$ cat src/rtl/vuvxu_issue_arb.sv
// Issue-port arbiter between the TVEC and VT issue units, with per-unit
// VLU/VSU outstanding-op tracking and TVEC fence draining.
module vuvxu_issue_arb #(
  parameter int PAYLOAD_W = 64,
  parameter int MAX_OUT   = 4,
  parameter int CNT_W     = 3
) (
  input  logic                 clk,
  input  logic                 reset,
  input  logic                 tvec_val,
  output logic                 tvec_rdy,
  input  logic [2:0]           tvec_fu,
  input  logic                 tvec_fence,
  input  logic [PAYLOAD_W-1:0] tvec_payload,
  input  logic                 vt_val,
  output logic                 vt_rdy,
  input  logic [2:0]           vt_fu,
  input  logic [PAYLOAD_W-1:0] vt_payload,
  output logic                 seq_val,
  input  logic                 seq_rdy,
  output logic [2:0]           seq_fu,
  output logic                 seq_src,
  output logic [PAYLOAD_W-1:0] seq_payload,
  input  logic                 vlu_done,
  input  logic                 vsu_done,
  output logic                 fence_done,
  output logic                 busy,
  output logic                 err
);

  typedef enum logic {ST_ARB, ST_DRAIN} state_t;

  localparam logic [CNT_W-1:0] MAX_C = CNT_W'(MAX_OUT);

  state_t           state_q, state_d;
  logic [CNT_W-1:0] vlu_cnt_q, vlu_cnt_d;
  logic [CNT_W-1:0] vsu_cnt_q, vsu_cnt_d;
  logic             last_grant_q, last_grant_d;
  logic             err_q, err_d;

  logic vlu_room, vsu_room;
  logic tvec_elig, vt_elig;
  logic in_arb, grant_tvec, grant_vt, fence_grant;
  logic issue, vlu_inc, vsu_inc, vlu_dec, vsu_dec, drained;

  always_comb begin
    vlu_room  = (vlu_cnt_q < MAX_C);
    vsu_room  = (vsu_cnt_q < MAX_C);
    tvec_elig = tvec_val && (tvec_fence ||
                ((!tvec_fu[1] || vlu_room) && (!tvec_fu[2] || vsu_room)));
    vt_elig   = vt_val && (!vt_fu[1] || vlu_room) && (!vt_fu[2] || vsu_room);

    // Reset suppresses every grant so nothing is accepted while tracking is cleared.
    in_arb      = !reset && (state_q == ST_ARB);
    grant_tvec  = in_arb && tvec_elig && (!vt_elig || last_grant_q);
    grant_vt    = in_arb && vt_elig && !grant_tvec;
    fence_grant = grant_tvec && tvec_fence;

    seq_val     = grant_vt || (grant_tvec && !tvec_fence);
    seq_src     = grant_vt;
    seq_fu      = '0;
    seq_payload = '0;
    if (grant_vt) begin
      seq_fu      = vt_fu;
      seq_payload = vt_payload;
    end else if (seq_val) begin
      seq_fu      = tvec_fu;
      seq_payload = tvec_payload;
    end

    tvec_rdy = fence_grant || (grant_tvec && !tvec_fence && seq_rdy);
    vt_rdy   = grant_vt && seq_rdy;
    issue    = seq_val && seq_rdy;

    last_grant_d = (tvec_rdy || vt_rdy) ? grant_vt : last_grant_q;

    // A done with nothing outstanding is dropped rather than wrapping the counter.
    vlu_inc   = issue && seq_fu[1];
    vsu_inc   = issue && seq_fu[2];
    vlu_dec   = vlu_done && (vlu_cnt_q != '0);
    vsu_dec   = vsu_done && (vsu_cnt_q != '0);
    vlu_cnt_d = vlu_cnt_q + CNT_W'(vlu_inc) - CNT_W'(vlu_dec);
    vsu_cnt_d = vsu_cnt_q + CNT_W'(vsu_inc) - CNT_W'(vsu_dec);
    err_d     = err_q || (vlu_done && !vlu_dec) || (vsu_done && !vsu_dec);

    drained    = (vlu_cnt_q == '0) && (vsu_cnt_q == '0);
    fence_done = 1'b0;
    state_d    = state_q;
    case (state_q)
      ST_ARB: begin
        if (fence_grant) state_d = ST_DRAIN;
      end
      ST_DRAIN: begin
        if (drained) begin
          state_d    = ST_ARB;
          fence_done = !reset;
        end
      end
      default: state_d = ST_ARB;
    endcase

    busy = !drained || (state_q == ST_DRAIN);
    err  = err_q;
  end

  always_ff @(posedge clk) begin
    if (reset) begin
      state_q      <= ST_ARB;
      vlu_cnt_q    <= '0;
      vsu_cnt_q    <= '0;
      last_grant_q <= 1'b1;
      err_q        <= 1'b0;
    end else begin
      state_q      <= state_d;
      vlu_cnt_q    <= vlu_cnt_d;
      vsu_cnt_q    <= vsu_cnt_d;
      last_grant_q <= last_grant_d;
      err_q        <= err_d;
    end
  end

endmodule
$ cat config.mk
export PLATFORM = sky130hd
export DESIGN_NAME = vuvxu_issue_arb
export DESIGN_NICKNAME = d
export VERILOG_FILES = /design/src/rtl/vuvxu_issue_arb.sv
export SDC_FILE = /design/constraint.sdc
export NUM_CORES = 1
export LEC_CHECK = 0
export CORE_MARGIN = 2
export CORE_UTILIZATION = 32
export CTS_BUF_LIST = sky130_fd_sc_hd__clkbuf_16
export DETAILED_ROUTE_END_ITERATION = 12
export GPL_ROUTABILITY_DRIVEN = 0
export PLACE_DENSITY = 0.94
export SKIP_CTS_REPAIR_TIMING = 1
export SYNTH_ARGS = -nofsm -noshare
export SYNTH_HDL_FRONTEND = slang
export SYNTH_SLANG_ARGS = --single-unit
$ cat constraint.sdc
create_clock -name clk -period 5 [get_ports clk]
set_input_delay 1.25 -clock clk [delete_from_list [all_inputs] [get_ports clk]]
set_output_delay 1.25 -clock clk [all_outputs]
set_load 0.05 [all_outputs]
==> out/results.tsv, run 1 <==
stage	metric	value	unit
setup_path	endpoint_kind	output port	
drt	drt_iter0_drc	175	
floorplanning	ioPinCount	216	
floorplanning	start_util	0.326	
final_layout	final_net_count	656	
yosys	synthDistinctLibCells	38	
power_and_ir_drop	pwr-share-comb	0.811	
cts	htreeDepth	1	
yosys	avgSynthCellArea	6.49	um2
setup_path	ff2ff_setup_slack	1900	ps
power_and_ir_drop	p_total	1460	uW
setup_path	start_kind	input pin	
final_layout	mostFrequentLayoutCells	clkdlybuf4s50_1 (144), inv_1 (75), nand3_1 (67), o32ai_1 (67), buf_12 (67)	
drt	wl_per_cell	19.1	um
sta	relSlewSlack	0.408	
sta	worst_pin_slew	887	ps
sta	tns	0	ps
floorplanning	fp.dieArea	0.00700	mm2
job	drv_cap	0	
setup_path	cp.required	3750	ps
power_and_ir_drop	cellPowerDensity	295	mW/mm2
global_route	antenna_found_initial	0	
final_layout	design_area	0.00496	mm2
final_layout	final_core_util	0.795	
yosys	syn-num-nets	461	
place	io_buffers	215	
hold_path	holdPathEnd	err	
cts	cts-buffers-inserted	3	
yosys	synthCells	313	
global_route	track_usage	0.294	
cts	cts_max_path_buffers	2	
final_layout	seq_area	180	um2
final_layout	area_growth	144	%
place	placed_area	0.00486	mm2
yosys	async_flop_share	0	
power_and_ir_drop	ir_drop	395	uV
power_and_ir_drop	pwr-share-seq	0.094	
sta	layout_min_cycle_time	4640	ps
power_and_ir_drop	switchingPower	725	uW
global_route	grt_pass1_wl	16700	um
floorplanning	num_rows	29	
yosys	synth_sequential_area_ratio	0.0887	
drt	dr.pass1.iters	4	
cts	clk_pin_slew	40	ps
yosys	syn_area	0.00203	mm2
cts	cts_tree	yes	
yosys	synthFlopType	dfxtp_1	
cts	root_buffer	clkbuf_16	
sta	clock_skew	2.61	ps
yosys	ys_ff_latch	9	
setup_path	r2r_cells	11	
sta	period_share	0.929	
place	dpl.hpwl	8680	um
global_route	grt_max_degree	50	
floorplanning	die_h	83.7	um
final_layout	fin_cells	584	
sta	finalSetupViolations	0	
power_and_ir_drop	switching_share	0.495	
final_layout	multi_input_area	0.00142	mm2
sta	finalHoldViolations	0	
hold_path	worstHoldPathType	flip-flop to flip-flop	
cts	clock_sinks	9	
drt	vias	3332	
setup_path	crit_type	input pin to output port	
setup_path	reg2reg_from	vsu_cnt_q[2]	
sta	drv_slew	0	
final_layout	mostFrequentLayoutCell	clkdlybuf4s50_1	
status	status	complete, no violations	
drt	final_antenna_net_count	0	
power_and_ir_drop	clockPowerShare	0.094	
final_layout	nFillCells	392	
drt	drc_errors	0	
drt	via_per_inst	5.71	
final_layout	layout-drive-gt1-share	0.189	
hold_path	hold_depth	2	
cts	clk_latency	230	ps
sta	fmax	215	MHz
yosys	ys_warn_count	0	
floorplanning	die_x	83.7	um
power_and_ir_drop	internal_power	739	uW
drt	routed_wl	11200	um
setup_path	crit_fanout	36	
sta	rsz0062_at_grt	no	
global_route	first_global_vias	3203	
setup_path	reg2reg_to	vlu_cnt_q[2]	
setup_path	arrival	3390	ps
final_layout	diodes	0	
place	dp.cells	579	
global_route	grt-ovfl-total	0	
yosys	synth_edf_count	0	
hold_path	hold_path.startpoint	err	
power_and_ir_drop	leakage	0.00206	uW
floorplanning	core_area	0.00624	mm2
per-stage QoR:
| step | worst slack (ps) | hold slack, ps |
|---|---|---|
| after floorplan | 673 | 557 |
| after global placement | 151 | 465 |
| after detailed placement | 126 | 471 |
| after CTS | 112 | 483 |
| after global routing | 213 | 515 |
| final | 356 | 477 |
power groups by stage:
stage                     registers (uW)  clock network (uW)  logic [uW]
after floorplan                      131                   0         667
after global placement               134                   0        1150
after detailed placement             137                   0        1180
after CTS                            137                 141        1180
after global routing                 141                 145        1260
final                                138                 138        1190
worst max-delay path, cell delays in order:
cell and delay [ps]:
clkdlybuf4s50_1 490, a22oi_4 310, a2bb2oi_4 480, buf_4 450, o32ai_1 210, buf_12 200
kinds of logic (layout without fill, tap and decap cells):
kind of cell    count (synthesis)  after routing  synth area share
fa+ha+maj                       6              6            0.0443
compound gates                 82             83             0.369
buf+inv                       112            305             0.230
simple gates                  101            101             0.254
xor+xnor                        3              3            0.0129
flops                           9              9            0.0887
worst max path at each step:
stage | start | to | slack, ps | depth (start not counted)
2_1_floorplan | tvec_fu[1] | seq_payload[14] | 670 | 5
3_3_place_gp | tvec_fu[1] | seq_payload[41] | 150 | 6
3_5_place_dp | tvec_fu[1] | seq_payload[49] | 130 | 6
4_1_cts | tvec_fu[1] | seq_payload[49] | 110 | 6
5_1_grt | tvec_fu[1] | seq_payload[49] | 210 | 6
6_report | tvec_fu[1] | seq_payload[49] | 360 | 6
cells in the mapped netlist, drive strengths merged (2+ instances only):
cell type / instances / area [um2]
o32ai: 67 / 587
clkbuf: 12 / 45.0
o32a: 2 / 20.0
o211ai: 2 / 28.8
a21oi: 2 / 10.0
nor2b: 7 / 43.8
nor3: 3 / 15.0
xnor2: 2 / 17.5
dfxtp: 9 / 180
nor2: 8 / 30.0
nand2: 6 / 22.5
buf: 26 / 145
nand2b: 2 / 12.5
nand3: 67 / 335
fa: 2 / 40.0
inv: 74 / 278
ha: 4 / 50.1
registers in the layout (all words and copies together), names as in the netlist:
name / flops
err: 1
state_q: 1
last_grant_q: 1
vsu_cnt_q: 3
vlu_cnt_q: 3
layer usage:
metal  global-route usage  share of wire  up-vias  routed length, um
met2                0.544           0.52      164               5830
met5                    0              0        -                  0
met3               0.0475          0.071       40                791
met4                0.119          0.041        0                455
li1                     -              -     1536                  -
met1                0.333           0.37     1592               4100
layout make-up:
type | count | area share
Sequential cell | 9 | 0.0363
Inverter | 74 | 0.0560
Timing Repair Buffer | 227 | 0.585
Multi-Input combinational cell | 193 | 0.287
Tap cell | 77 | 0.0194
Clock inverter | 1 | 0.000757
Clock buffer | 3 | 0.0151
Power figures use the tool's default switching activity.
==> run 2, diff against run 1 <==
Settings changed: CORE_ASPECT_RATIO set to 0.6.
==> run 2 against run 1 <==
  * Utilization shrank 4.3 points
  * Setup slack lost 160 ps
  * Flip-flop and latch count is the same
  * Worst hold slack lost 2.0 ps
  * Non-clock buffer count grew 2
  * First-iteration DRC count grew 44%
  * Global-route usage shrank 4.2 points
  * Combinational power shrank 8%
  * Sequential power is essentially flat
  * Register-to-register slack lost 360 ps
  * Critical path type unchanged
==> out/results.tsv, run 2 (synthesis gave the netlist of run 1 again) <==
stage	metric	value	unit
sta	finalSetupViolations	0	
place	io_buffers	215	
setup_path	ff2ff_setup_slack	1540	ps
floorplanning	num_rows	22	
global_route	first_global_vias	2960	
floorplanning	ioPinCount	216	
floorplanning	core_area	0.00611	mm2
cts	cts_max_path_buffers	2	
sta	drv_slew	0	
setup_path	crit_slowest_cell	clkdlybuf4s50_1	
cts	htreeDepth	1	
setup_path	crit_fanout	33	
sta	clock_skew	3.40	ps
power_and_ir_drop	leakage	0.00198	uW
setup_path	start_kind	input pin	
power_and_ir_drop	internal_power	671	uW
setup_path	crit_path_frequent_cell	buf_4	
setup_path	cp_top_family	buffers and inverters	
sta	rsz0062_at_grt	no	
place	placed_area	0.00450	mm2
setup_path	slowest_delay	520	ps
cts	clock_sinks	9	
power_and_ir_drop	cellPowerDensity	300	mW/mm2
power_and_ir_drop	pwr-share-comb	0.797	
hold_path	worstHoldPathType	flip-flop to flip-flop	
floorplanning	start_util	0.333	
setup_path	arrival	3550	ps
power_and_ir_drop	ir_drop	222	uV
setup_path	reg2reg_from	vlu_cnt_q[2]	
drt	drt_iter0_drc	252	
final_layout	final_net_count	658	
setup_path	cp.required	3750	ps
drt	via_per_inst	5.46	
power_and_ir_drop	p_total	1380	uW
floorplanning	die_x	107	um
setup_path	path_buf_inv	4	
cts	cts_tree	yes	
sta	fmax	208	MHz
drt	drc_errors	0	
drt	dr.pass1.iters	5	
cts	clk_latency	240	ps
final_layout	layout-drive-gt1-share	0.193	
setup_path	endpoint_kind	output port	
hold_path	hold_path.startpoint	err	
global_route	track_usage	0.252	
cts	cts-buffers-inserted	3	
final_layout	area_growth	126	%
sta	relSlewSlack	0.277	
drt	routed_wl	9710	um
cts	clk_pin_slew	40	ps
power_and_ir_drop	switching_share	0.513	
global_route	grt_pass1_wl	14400	um
sta	layout_min_cycle_time	4800	ps
final_layout	design_area	0.00459	mm2
final_layout	nFillCells	452	
drt	final_antenna_net_count	0	
final_layout	diodes	0	
floorplanning	die_h	65.7	um
power_and_ir_drop	clockPowerShare	0.103	
sta	period_share	0.961	
hold_path	hold_depth	2	
setup_path	r2r_cells	12	
global_route	antenna_found_initial	0	
place	dpl.hpwl	7520	um
setup_path	cp_cell_sequence	clkdlybuf4s50_1, nor2_1, buf_4, o211ai_4, buf_4, o32ai_1, buf_4	
final_layout	mostFrequentLayoutCells	clkdlybuf4s50_1 (144), inv_1 (75), nand3_1 (67), o32ai_1 (67), buf_4 (49)	
status	status	complete, no violations	
sta	tns	0	ps
hold_path	holdPathEnd	err	
sta	finalHoldViolations	0	
setup_path	crit_type	input pin to output port	
sta	worst_pin_slew	1080	ps
power_and_ir_drop	switchingPower	708	uW
final_layout	mostFrequentLayoutCell	clkdlybuf4s50_1	
power_and_ir_drop	pwr-share-seq	0.100	
global_route	grt-ovfl-total	0	
job	drv_cap	0	
setup_path	reg2reg_to	vlu_cnt_q[2]	
cts	root_buffer	clkbuf_16	
drt	wl_per_cell	16.4	um
global_route	grt_max_degree	41	
final_layout	reg_top3	vlu_cnt_q: 3 flops, vsu_cnt_q: 3 flops	
drt	vias	3237	
floorplanning	fp.dieArea	0.00702	mm2
-- run 2: changes by cell type in the layout (fill, tap and decap cells not counted) --
cell    before  now
buf_4       16   49
buf_12      67   36
-- run 2: power by group through the flow --
stage	combinational [uW]	sequential (uW)	clock [uW]
final	1100	137	142
after global routing	1170	141	145
after CTS	1090	136	143
after detailed placement	1090	138	0
after global placement	1050	135	0
after floorplan	667	131	0
-- run 2: per-layer routing --
metal / wire, um / GRT usage / vias to the layer above
met5: 0 / 0 / -
met4: 294 / 0.0958 / 0
met3: 698 / 0.0456 / 25
li1: - / - / 1547
met1: 3780 / 0.290 / 1511
met2: 4940 / 0.468 / 154
-- run 2: stage by stage --
step | std cells | util | hold WS, ps | worst slack [ps]
6_report | 593 | 0.752 | 475 | 197
5_1_grt | 593 | 0.752 | 541 | 110
4_1_cts | 592 | 0.749 | 478 | 73.9
3_5_place_dp | 588 | 0.736 | 468 | 54.4
3_3_place_gp | 588 | 0.736 | 461 | 187
2_1_floorplan | 313 | - | 557 | 673
-- run 2: worst max-delay path by stage --
stage	slack, ps	to	startpoint	cells after the start
2_1_floorplan	670	seq_payload[14]	tvec_fu[1]	5
3_3_place_gp	190	seq_payload[41]	tvec_fu[1]	6
3_5_place_dp	50	vlu_cnt_q[2]	tvec_fu[1]	13
4_1_cts	70	seq_fu[0]	tvec_fu[1]	6
5_1_grt	110	seq_fu[0]	reset	7
6_report	200	seq_fu[0]	reset	7
-- run 2: area by class of cell --
class                   instances  area [um2]  area share
clock buffers                   3        75.1      0.0163
inverters                      74         278      0.0605
multi-input cells             193        1420       0.310
clock inverters                 1        3.75    0.000817
flip-flops and latches          9         180      0.0392
well taps                      84         105      0.0229
repair buffers                229        2530       0.551
-- run 2: worst reg2reg max path, cell delays in order, from the launching register on --
cell and delay (ps):
dfxtp_1 420, a22o_4 310, o211ai_4 610, buf_4 460, o32a_1 260, ha_1 240
inv_1 60, ha_1 120, inv_1 50, fa_1 370, xor2_1 160, and2_1 170
nor3_1 140
==> run 3, diff against run 2 <==
Settings changed: PLACE_DENSITY 0.94 to 0.95.
==> run 3 against run 2 <==
  * Clock power decreased by 4%
  * Worst hold slack improved by 31 ps
  * Non-clock buffer count decreased by 5
  * Clock skew decreased by 2.4 ps
  * Register-to-register slack improved by 310 ps
  * First-iteration DRC count increased by 40%
  * Sequential share of layout area decreased by 0.30 points
  * Sequential power about the same
  * Utilization increased by 6.3 points
  * Die area unchanged
  * Total power increased by 7.2%
  * Via count increased by 2.9%
  * Critical endpoint is now seq_payload[34]
  * Largest cell class unchanged
==> out/results.tsv, run 3 (synthesis gave the netlist of run 1 again) <==
stage	metric	value	unit
drt	drt_iter0_drc	352	
global_route	first_global_vias	3312	
sta	finalSetupViolations	0	
status	status	complete, no violations	
floorplanning	fp.dieArea	0.00702	mm2
sta	layout_setup_ws	411	ps
hold_path	worstHoldPathType	flip-flop to flip-flop	
setup_path	reg2reg_to	vlu_cnt_q[2]	
final_layout	layout-drive-gt1-share	0.183	
setup_path	slowest_delay	580	ps
setup_path	cp-endpoint	seq_payload[34]	
final_layout	design_area	0.00498	mm2
setup_path	cp-startpoint	tvec_fu[1]	
floorplanning	num_rows	22	
power_and_ir_drop	p_total	1480	uW
cts	cts-buffers-inserted	3	
setup_path	cp_cell_sequence	clkdlybuf4s50_1, a22oi_4, a2bb2oi_4, buf_4, o32ai_1, buf_12	
setup_path	endpoint_kind	output port	
drt	drc_errors	0	
job	drv_cap	0	
power_and_ir_drop	leakage	0.00206	uW
global_route	grt-ovfl-total	0	
cts	clk_latency	230	ps
global_route	grt_max_degree	71	
floorplanning	core_area	0.00611	mm2
final_layout	mostFrequentLayoutCell	clkdlybuf4s50_1	
final_layout	mostFrequentLayoutCells	clkdlybuf4s50_1 (144), inv_1 (75), buf_12 (71)	
power_and_ir_drop	cellPowerDensity	297	mW/mm2
cts	htreeDepth	1	
final_layout	area_growth	145	%
sta	finalHoldViolations	0	
sta	rsz0062_at_grt	no	
setup_path	crit_slowest_cell	a2bb2oi_4	
cts	clock_sinks	9	
floorplanning	ioPinCount	216	
final_layout	final_net_count	652	
setup_path	crit_fanout	27	
final_layout	reg_top3	vlu_cnt_q: 3 flops, vsu_cnt_q: 3 flops	
cts	clk_pin_slew	40	ps
sta	drv_slew	0	
cts	root_buffer	clkbuf_16	
setup_path	r2r_cells	12	
final_layout	diodes	0	
sta	fmax	218	MHz
sta	tns	0	ps
setup_path	arrival	3340	ps
global_route	track_usage	0.284	
power_and_ir_drop	ir_drop	242	uV
place	dpl.hpwl	8250	um
sta	worst_pin_slew	711	ps
sta	period_share	0.918	
setup_path	reg2reg_from	vlu_cnt_q[2]	
place	io_buffers	215	
setup_path	cp.required	3750	ps
cts	cts_tree	yes	
setup_path	ff2ff_setup_slack	1850	ps
place	dpl_worst_slack	411	ps
floorplanning	die_h	65.7	um
setup_path	crit_type	input pin to output port	
drt	final_antenna_net_count	0	
global_route	grt_pass1_wl	16100	um
setup_path	start_kind	input pin	
drt	routed_wl	10700	um
global_route	antenna_found_initial	0	
sta	clock_skew	1.03	ps
sta	relSlewSlack	0.524	
floorplanning	die_x	107	um
sta	layout_min_cycle_time	4590	ps
drt	wl_per_cell	18.2	um
floorplanning	start_util	0.333	
drt	vias	3330	
drt	dr.pass1.iters	4	
drt	via_per_inst	5.67	
cts	cts_max_path_buffers	2	
place	placed_area	0.00490	mm2
==> run 3: changes by cell type in the layout (fill, tap and decap cells not counted) <==
| cell | delta |
|---|---|
| a2bb2oi_2 | -1 |
| buf_4 | -40 |
| buf_12 | +35 |
==> run 3: metrics by stage <==
stage / hold slack [ps] / util / std cells
finish: 506 / 0.815 / 587
global route: 563 / 0.815 / 587
CTS: 517 / 0.815 / 587
detailed placement: 508 / 0.802 / 583
global placement: 464 / 0.802 / 583
floorplan: 557 / - / 313
==> run 3: worst min path at each step <==
stage / start / end / slack [ps] / cells past startpoint
after global routing: err / err / 560 / 2
after CTS: err / err / 520 / 2
after global placement: err / err / 460 / 2
final: err / err / 510 / 2
after detailed placement: err / err / 510 / 2
after floorplan: last_grant_q / last_grant_q / 560 / 3
==> run 3: cell type report <==
class | count | area [um2]
clock buffers | 3 | 75.1
flip-flops and latches | 9 | 180
multi-input cells | 192 | 1410
well taps | 84 | 105
repair buffers | 224 | 2930
fillers | 359 | 1130
inverters | 74 | 278
clock inverters | 1 | 3.75
==> run 3: where the power goes <==
part           switching, uW  total [uW]  leakage [uW]  internal (uW)
Combinational            664        1200       0.00195            537
Sequential              39.3         140     0.0000746            101
Clock                   33.1         137     0.0000423            104
Total                    736        1480       0.00206            742
==> run 3: layer usage <==
layer,GRT usage,part of all wire,vias up
met3,0.0694,0.081,32
met2,0.564,0.53,191
met4,0.0958,0.033,0
met5,0,0,-
li1,-,-,1529
met1,0.294,0.35,1578
==> run 3: worst max-delay path: cells and delay by family <==
kind	cells	cell delay (ps)
compound gates	3	1040
buf+inv	3	1030
